<file path="config.mk">
export PLATFORM = sky130hd
export DESIGN_NAME = alu_result_fifo
export DESIGN_NICKNAME = d
export VERILOG_FILES = /design/src/rtl/alu_result_fifo.sv
export SDC_FILE = /design/constraint.sdc
export NUM_CORES = 1
export LEC_CHECK = 0
export ABC_AREA = 1
export ABC_CLOCK_PERIOD_IN_PS = 3470
export CORE_AREA = 3 3 73 126
export CTS_CLUSTER_SIZE = 14
export DETAILED_ROUTE_END_ITERATION = 8
export DIE_AREA = 0 0 76 129
export PLACE_DENSITY = 0.82
export SYNTH_ARGS = -nofsm -noshare
export SYNTH_HDL_FRONTEND = slang
export SYNTH_SLANG_ARGS = --single-unit
</file>
<file path="constraint.sdc">
create_clock -name clk -period 3.47 [get_ports clk]
set_input_delay 0.347 -clock clk [delete_from_list [all_inputs] [get_ports clk]]
set_output_delay 0.347 -clock clk [all_outputs]
set_load 0.005 [all_outputs]
</file>
<file path="src/rtl/alu_result_fifo.sv">
// Capture stage behind the rotating 4-op ALU decoder.
// Each valid result is tagged with the current op phase and buffered in a FIFO with registered head outputs.
module alu_result_fifo #(
    parameter int         WIDTH   = 8,
    parameter int         DEPTH   = 8,
    parameter logic [3:0] OP_MASK = 4'b1111
) (
    input  logic                       clk,
    input  logic                       rst,
    input  logic [WIDTH-1:0]           result,
    input  logic                       in_valid,
    output logic [WIDTH-1:0]           out_data,
    output logic [1:0]                 out_op,
    output logic                       out_valid,
    input  logic                       out_ready,
    output logic [$clog2(DEPTH):0]     count,
    output logic                       overflow
);

    localparam int AW = $clog2(DEPTH);
    localparam int CW = AW + 1;

    logic [1:0]       phase;
    logic [WIDTH+1:0] mem [DEPTH];
    logic [AW-1:0]    rd_ptr;
    logic [AW-1:0]    wr_ptr;
    logic [AW-1:0]    rd_next;
    logic [CW-1:0]    count_next;
    logic [WIDTH+1:0] head_next;
    logic             push_req;
    logic             push;
    logic             pop;

    assign out_valid = (count != '0);

    // A full FIFO still accepts a push when the head leaves in the same cycle.
    always_comb begin
        push_req   = in_valid & OP_MASK[phase];
        pop        = out_valid & out_ready;
        push       = push_req & ((count < CW'(DEPTH)) | pop);
        rd_next    = pop ? rd_ptr + AW'(1) : rd_ptr;
        count_next = count;
        unique case ({push, pop})
            2'b10:   count_next = count + CW'(1);
            2'b01:   count_next = count - CW'(1);
            default: count_next = count;
        endcase
        // The new head may be the entry being written at this very edge.
        if (push && (rd_next == wr_ptr))
            head_next = {phase, result};
        else
            head_next = mem[rd_next];
    end

    always_ff @(posedge clk) begin
        if (push)
            mem[wr_ptr] <= {phase, result};
    end

    always_ff @(posedge clk) begin
        if (rst) begin
            phase    <= 2'd0;
            rd_ptr   <= '0;
            wr_ptr   <= '0;
            count    <= '0;
            overflow <= 1'b0;
            out_data <= '0;
            out_op   <= 2'd0;
        end else begin
            phase  <= phase + 2'd1;
            rd_ptr <= rd_next;
            count  <= count_next;
            if (push)
                wr_ptr <= wr_ptr + AW'(1);
            if (push_req && !push)
                overflow <= 1'b1;
            // Outputs keep their last value once the FIFO runs empty.
            if (count_next != '0)
                {out_op, out_data} <= head_next;
        end
    end

endmodule
</file>
==> results of run 1 <==
[stage by stage]
| stage | utilization (%) | power [mW] |
|---|---|---|
| final | 65.68 | 4.541 |
| after global routing | 65.68 | 4.857 |
| after CTS | 65.62 | 4.525 |
| after detailed placement | 62.18 | 3.567 |
| after global placement | 62.18 | 3.493 |
| after floorplan | - | 2.975 |
[flip-flops by register name, summed over array words and instances (netlist names)]
register / flops
out_data: 8
overflow: 1
count: 4
wr_ptr: 3
mem: 80
out_op: 2
rd_ptr: 3
phase: 2
[worst max path at each step]
| stage | from | end | slack (ps) |
|---|---|---|---|
| 6_report | count[3] | out_data[1] | 500 |
| 5_1_grt | count[3] | out_data[1] | 190 |
| 4_1_cts | count[3] | out_data[1] | 300 |
| 3_5_place_dp | out_ready | out_data[1] | 20 |
| 3_3_place_gp | out_ready | out_data[0] | 190 |
| 2_1_floorplan | count[3] | out_data[0] | 890 |
[repair_timing]
item	4_1_cts	5_1_grt
gates resized for setup	0	1
hold endpoints to repair	0	0
hold buffers	0	0
endpoints found under the setup margin	0	10
[logic make-up (layout without fill, tap and decap cells)]
family                     Yosys count  after routing  share of synthesized area [%]
xor gates and xnor gates             5              5                         0.9171
DFF                                103            103                          59.94
and+or+nand+nor                    282            282                          25.31
AOI/OAI and AO/OA                   20             20                          2.279
adders and majority gates            5              5                          1.310
muxes                                1              1                         0.2096
buffers and inverters              118            152                          10.03
[layer usage]
metal  global-route usage [%]  share of wire [%]  vias up
met3                    4.202                5.4       33
li1                         -                  -     1757
met4                    12.70                4.2        0
met5                        0                  0        -
met1                    25.72                 36     1697
met2                    43.41                 54      118
[Yosys cell counts, types with 3 or more instances]
library cell | count | area share, %
nand2_1 | 128 | 10
inv_1 | 93 | 7.3
edfxtp_1 | 80 | 50
nand3_1 | 71 | 7.4
nor2_1 | 64 | 5.0
dfxtp_1 | 23 | 9.6
buf_2 | 13 | 1.4
o21ai_0 | 13 | 1.4
nand4_1 | 10 | 1.3
a21oi_1 | 5 | 0.52
buf_4 | 5 | 0.79
ha_1 | 5 | 1.3
inv_2 | 3 | 0.24
xor2_1 | 3 | 0.55
[critical path, cell delays in order, from the launching register on]
cell	delay (ps)
dfxtp_1	480
nor2_2	80
nand2_4	110
nand2_4	80
a21boi_2	150
inv_1	100
ha_1	270
xor2_1	180
ha_1	190
a21oi_1	160
nor2_1	70
o21a_1	200
nor2_1	120
nand3_2	300
o21ai_0	290
nor2_1	70
[power groups by stage]
stage	registers (mW)	clock network, mW	logic, mW
after global routing	1.58	1.02	2.25
after global placement	1.59	0	1.91
final	1.57	0.965	2.01
after CTS	1.57	0.970	1.99
after floorplan	1.58	0	1.40
after detailed placement	1.59	0	1.98
[layout make-up]
cell class,count,area (µm²),share of cell area (%)
Clock buffer,9,225.2,4.125
Clock inverter,7,61.31,1.123
Inverter,96,360.3,6.599
Multi-Input combinational cell,313,1439,26.35
Sequential cell,103,2863,52.43
Tap cell,115,143.9,2.635
Timing Repair Buffer,40,367.9,6.737
==> key figures, run 1 <==
Die
  – Core Region: 8313 µm²
  – Overall die height: 129 µm
  – Die Area: 9804 µm²
  – Num rows: 44
  – Die Wd: 76 µm
  – IO Pins: 28
  – Initial Util: 57.45%

STA
  – Unrepaired setup endpoints after global routing: false
  – Final setup viols: 0
  – Min Tclk post-route: 2972 ps
  – Worst-Margin Slew: 839.9 ps
  – Slew HR: 43.80%
  – Max Freq: 336.4 MHz
  – Final hold slack: 460.7 ps
  – Final period util: 85.66%
  – TNS Setup: 0 ps
  – Worst setup slack after layout: 497.7 ps
  – Pins Over Slew Limit: 0
  – Hold Vio Cnt, Final: 0
  – Clock Skew: 6.013 ps

Job
  – Max_cap viols: 0

Global routing
  – Initial antenna violation count: 0
  – Vias in the first global route: 3504
  – GR Overflow Total: 0
  – Pin count of the biggest net entering global routing: 34
  – All-Layer GR Usage: 23.56%
  – First-pass GRT wire length: 17380 µm

Logic synthesis
  – Avg Inst Size Synth: 8.944 µm²
  – EDFF count, synth: 80
  – Count of cell types in the netlist: 26
  – Yosys reg bits: 103
  – Cells after synthesis: 534
  – Main synth FF type: edfxtp_1
  – Ys async rst share: 0%
  – Syn nets: 551
  – Fraction of the yosys area taken by sequential cells: 59.94%
  – Syn. warnings: 0
  – Post-Synthesis Cell Area: 4776 µm²

Place
  – Placed Instances: 667
  – Port bufs: 27
  – HPWL reported at the end of detailed placement: 7425 µm
  – Post-Place Setup Slack: 20.07 ps
  – Dpl cell area: 5169 µm²
  – GPL Wtd Cong: 0.8693

Clocking
  – Root Buffer: clkbuf_16
  – H-tree Lvls: 3
  – Worst-skew pair later-pin latency: 350 ps
  – Clock sink total: 103
  – Worst-case clock buffer depth: 2
  – Total CTS buffers: 9
  – CTS tree: built
  – # Post-CTS Setup Buffers: 0
  – Worst-path clk slew: 70 ps

Setup path
  – Startpoint types: flip-flop
  – Crit-path max FO: 20
  – Critical path required time: 3720 ps
  – RR Endpoint: out_data[1]
  – Setup CP Type: flip-flop to flip-flop
  – CP arrival: 3220 ps
  – Crit. End Element: flip-flop
  – FF-to-FF setup slack: 500 ps
  – Worst reg2reg startpoint: count[3]
  – Reg2reg path depth: 15

Detailed routing
  – Initial drt markers: 481
  – DR DRC count: 0
  – Drt wl/cell: 15.85 µm
  – Drt via density: 5.278
  – Via count: 3605
  – Drt first pass iters: 5
  – Detailed Route WL: 10830 µm
  – Antenna Violating Nets Remaining: 0

Layout
  – # nets final: 580
  – Design area: 5460 µm²
  – Filler cells: 639
  – Antenna diodes: 0
  – Commonest non-fill, non-tap cell in the layout: nand2_1
  – Area growth syn-to-layout: 14.33%
  – Most frequent cells in the layout: nand2_1 (128), inv_1 (93), edfxtp_1 (80), nand3_1 (70), nor2_1 (64)
  – Share of layout cells above drive strength 1: 7.570%
  – Layout Cells excl Fill: 683

Hold path
  – Hold/Removal Path Class: flip-flop to flip-flop
  – Hold wc startpoint: overflow
  – Hold EP: overflow
  – Hold Crit Depth: 2

Power
  – Register share of total power: 34.5%
  – Combinational share of power: 44.2%
  – Max VDD drop: 0.5055 mV
  – Switching part of the total: 41.33%
  – Pleak: 2.474 nW
  – Clock Power Share: 21.3%
  – P_int: 2.664 mW
  – Sw power: 1.877 mW
  – Power per cell area: 831.6 nW/µm²

Run status
  – Status: finished, final reports clean
No activity file was read; power rests on OpenSTA's default activity.
==> run 2: changes to the inputs <==
CELL_PAD_IN_SITES_DETAIL_PLACEMENT = 0   (was not set)
CELL_PAD_IN_SITES_GLOBAL_PLACEMENT = 2   (was not set)
CORE_AREA = 3 3 90 157   (was 3 3 73 126)
DIE_AREA = 0 0 93 160   (was 0 0 76 129)
PLACE_DENSITY = 0.83   (was 0.82)
==> key figures, run 2 (synthesis results as in run 1) <==
Run status
  – Status: finished, final reports clean

Clocking
  – Clock sink total: 103 (unchanged)
  – Post-CTS sizing: 0 (unchanged)
  – Root Buffer: clkbuf_16
  – Total CTS buffers: 9 (unchanged)
  – Worst-skew pair later-pin latency: 340 ps (about the same)
  – Worst-case clock buffer depth: 2 (unchanged)
  – # Post-CTS Setup Buffers: 0 (unchanged)
  – Hold buffers post-CTS: 0 (unchanged)
  – CTS tree: built
  – H-tree Lvls: 3 (unchanged)
  – Worst-path clk slew: 70 ps (about the same)

Setup path
  – Critical path's largest stage delay: 450 ps (-30 ps)
  – Critical path required time: 3700 ps (-20 ps)
  – Reg2reg path depth: 16 (+1)
  – Critical Path Most Common Cell: nor2_1
  – FF-to-FF setup slack: 760 ps (+270 ps)
  – Startpoint types: flip-flop
  – CP arrival: 2940 ps (-280 ps)
  – CP max-delay cell: dfxtp_1
  – Crit-path max FO: 20 (unchanged)
  – Setup CP Type: flip-flop to flip-flop
  – Worst-path cell chain: nor2_2, nand2_4, nand2_4, a21boi_2, inv_1, ha_1, xor2_1, ha_1, a21oi_1, nor2_1, o21a_1, nor2_1, nand3_1, buf_4, o21ai_0, nor2_1
  – Crit. End Element: flip-flop

Power
  – Pleak: 2.501 nW (+1.1%)
  – P_int: 2.823 mW (+5.9%)
  – Clock Power Share: 22.6% (+1.3 points)
  – Power per cell area: 841.5 nW/µm² (+1.2%)
  – Total Power: 4.697 mW (+3.4%)
  – Max VDD drop: 0.4730 mV (-6.4%)
  – Register share of total power: 33.3% (-1.2 points)
  – Sw power: 1.874 mW (-0.12%)
  – Combinational share of power: 44.1% (about the same)
  – Switching part of the total: 39.91% (-1.4 points)

Global routing
  – Initial antenna violation count: 0 (unchanged)
  – Vias in the first global route: 3593 (+2.5%)
  – GR Overflow Total: 0 (unchanged)
  – All-Layer GR Usage: 17.13% (-6.4 points)
  – Pin count of the biggest net entering global routing: 41 (+21%)
  – First-pass GRT wire length: 18970 µm (+9.1%)

Die
  – Die Area: 14880 µm² (+52%)
  – Initial Util: 36.91% (-21 points)
  – Core Region: 12940 µm² (+56%)
  – Num rows: 55 (+25%)
  – IO Pins: 28 (unchanged)
  – Die Wd: 93 µm (+22%)
  – Overall die height: 160 µm (+24%)

Detailed routing
  – Via count: 3469 (-3.8%)
  – Detailed Route WL: 12080 µm (+12%)
  – Drt first pass iters: 4 (-1)
  – Initial drt markers: 166 (-65%)
  – Drt wl/cell: 16.28 µm (+2.7%)
  – Drt via density: 4.675 (-11%)
  – DR DRC count: 0 (unchanged)
  – Antenna Violating Nets Remaining: 0 (unchanged)

STA
  – Final period util: 78.00% (-7.7 points)
  – Pins Over Slew Limit: 0 (unchanged)
  – Worst setup slack after layout: 763.6 ps (+265.9 ps)
  – Final setup viols: 0 (unchanged)
  – Slew HR: 49.16% (+5.4 points)
  – Unrepaired setup endpoints after global routing: false
  – Hold Vio Cnt, Final: 0 (unchanged)
  – Final hold slack: 459.1 ps (-1.690 ps)
  – Clock Skew: 8.115 ps (+2.102 ps)
  – TNS Setup: 0 ps (unchanged)
  – Min Tclk post-route: 2706 ps (-265.9 ps)
  – Worst-Margin Slew: 760.7 ps (-79.15 ps)
  – Max Freq: 369.5 MHz (+9.8%)

Layout
  – Max FFs per register: 80 (unchanged)
  – Area growth syn-to-layout: 16.87%
  – Top flop regs: mem (80), out_data (8), count (4)
  – # nets final: 584 (+0.69%)
  – Share of layout cells above drive strength 1: 7.706% (+0.14 points)
  – Final core occ: 43.14% (-23 points)
  – Commonest non-fill, non-tap cell in the layout: nand2_1
  – Design area: 5582 µm² (+2.2%)
  – Most flops, register: mem
  – Layout Cells excl Fill: 742 (+8.6%)
  – Antenna diodes: 0 (unchanged)
  – Most frequent cells in the layout: nand2_1 (128), inv_1 (93), edfxtp_1 (80), nand3_1 (71), nor2_1 (64)

Place
  – Port bufs: 27 (unchanged)
  – HPWL reported at the end of detailed placement: 8193 µm (+10%)
  – Post-Place Setup Slack: 428.5 ps (+408.4 ps)
  – GPL Wtd Cong: 0.8078 (-7.1%)
  – Placed Instances: 727 (+9.0%)
  – Dpl cell area: 5269 µm² (+1.9%)

Hold path
  – Hold/Removal Path Class: flip-flop to flip-flop
  – Hold Crit Depth: 2 (unchanged)

Job
  – Max_cap viols: 0 (unchanged)
## run 2: metal layers
metal  vias up  GRT usage (%)  share of wire (%)  routed length [µm]
li1       1754              -                  -                   -
met1      1633          18.40                 38                4616
met2        59          31.57                 56                6711
met3        23          2.875                2.9                 348
met4         0          8.472                3.3                 404
met5         -              0                  0                   0
## run 2: power by group through the flow
stage,sequential (mW),combinational (mW),clock (mW)
floorplan,1.58,1.40,0
global placement,1.59,2.09,0
detailed placement,1.59,2.10,0
CTS,1.57,2.11,1.08
global route,1.58,2.36,1.14
finish,1.56,2.07,1.06
## run 2: worst paths after layout
path	start	endpoint
worst min register to register	overflow	overflow
worst max register to register	count[2]	out_data[5]
worst max-delay path	count[2]	out_data[5]
worst min-delay path	overflow	overflow
## run 2: final cells by class
type,instances,area (µm²)
fillers,1335,7356
flip-flops and latches,103,2863
multi-input cells,313,1434
repair buffers,44,397.9
inverters,96,360.3
clock buffers,10,229.0
well taps,171,214.0
clock inverters,5,83.83
## run 2: critical path, delay by kind of cell (launching register included)
kind,cells,cell delay (ps)
AOI/OAI and AO/OA,4,670
and+or+nand+nor,7,530
adders and majority gates,2,460
DFF,1,450
buffers and inverters,2,300
xor gates and xnor gates,1,180
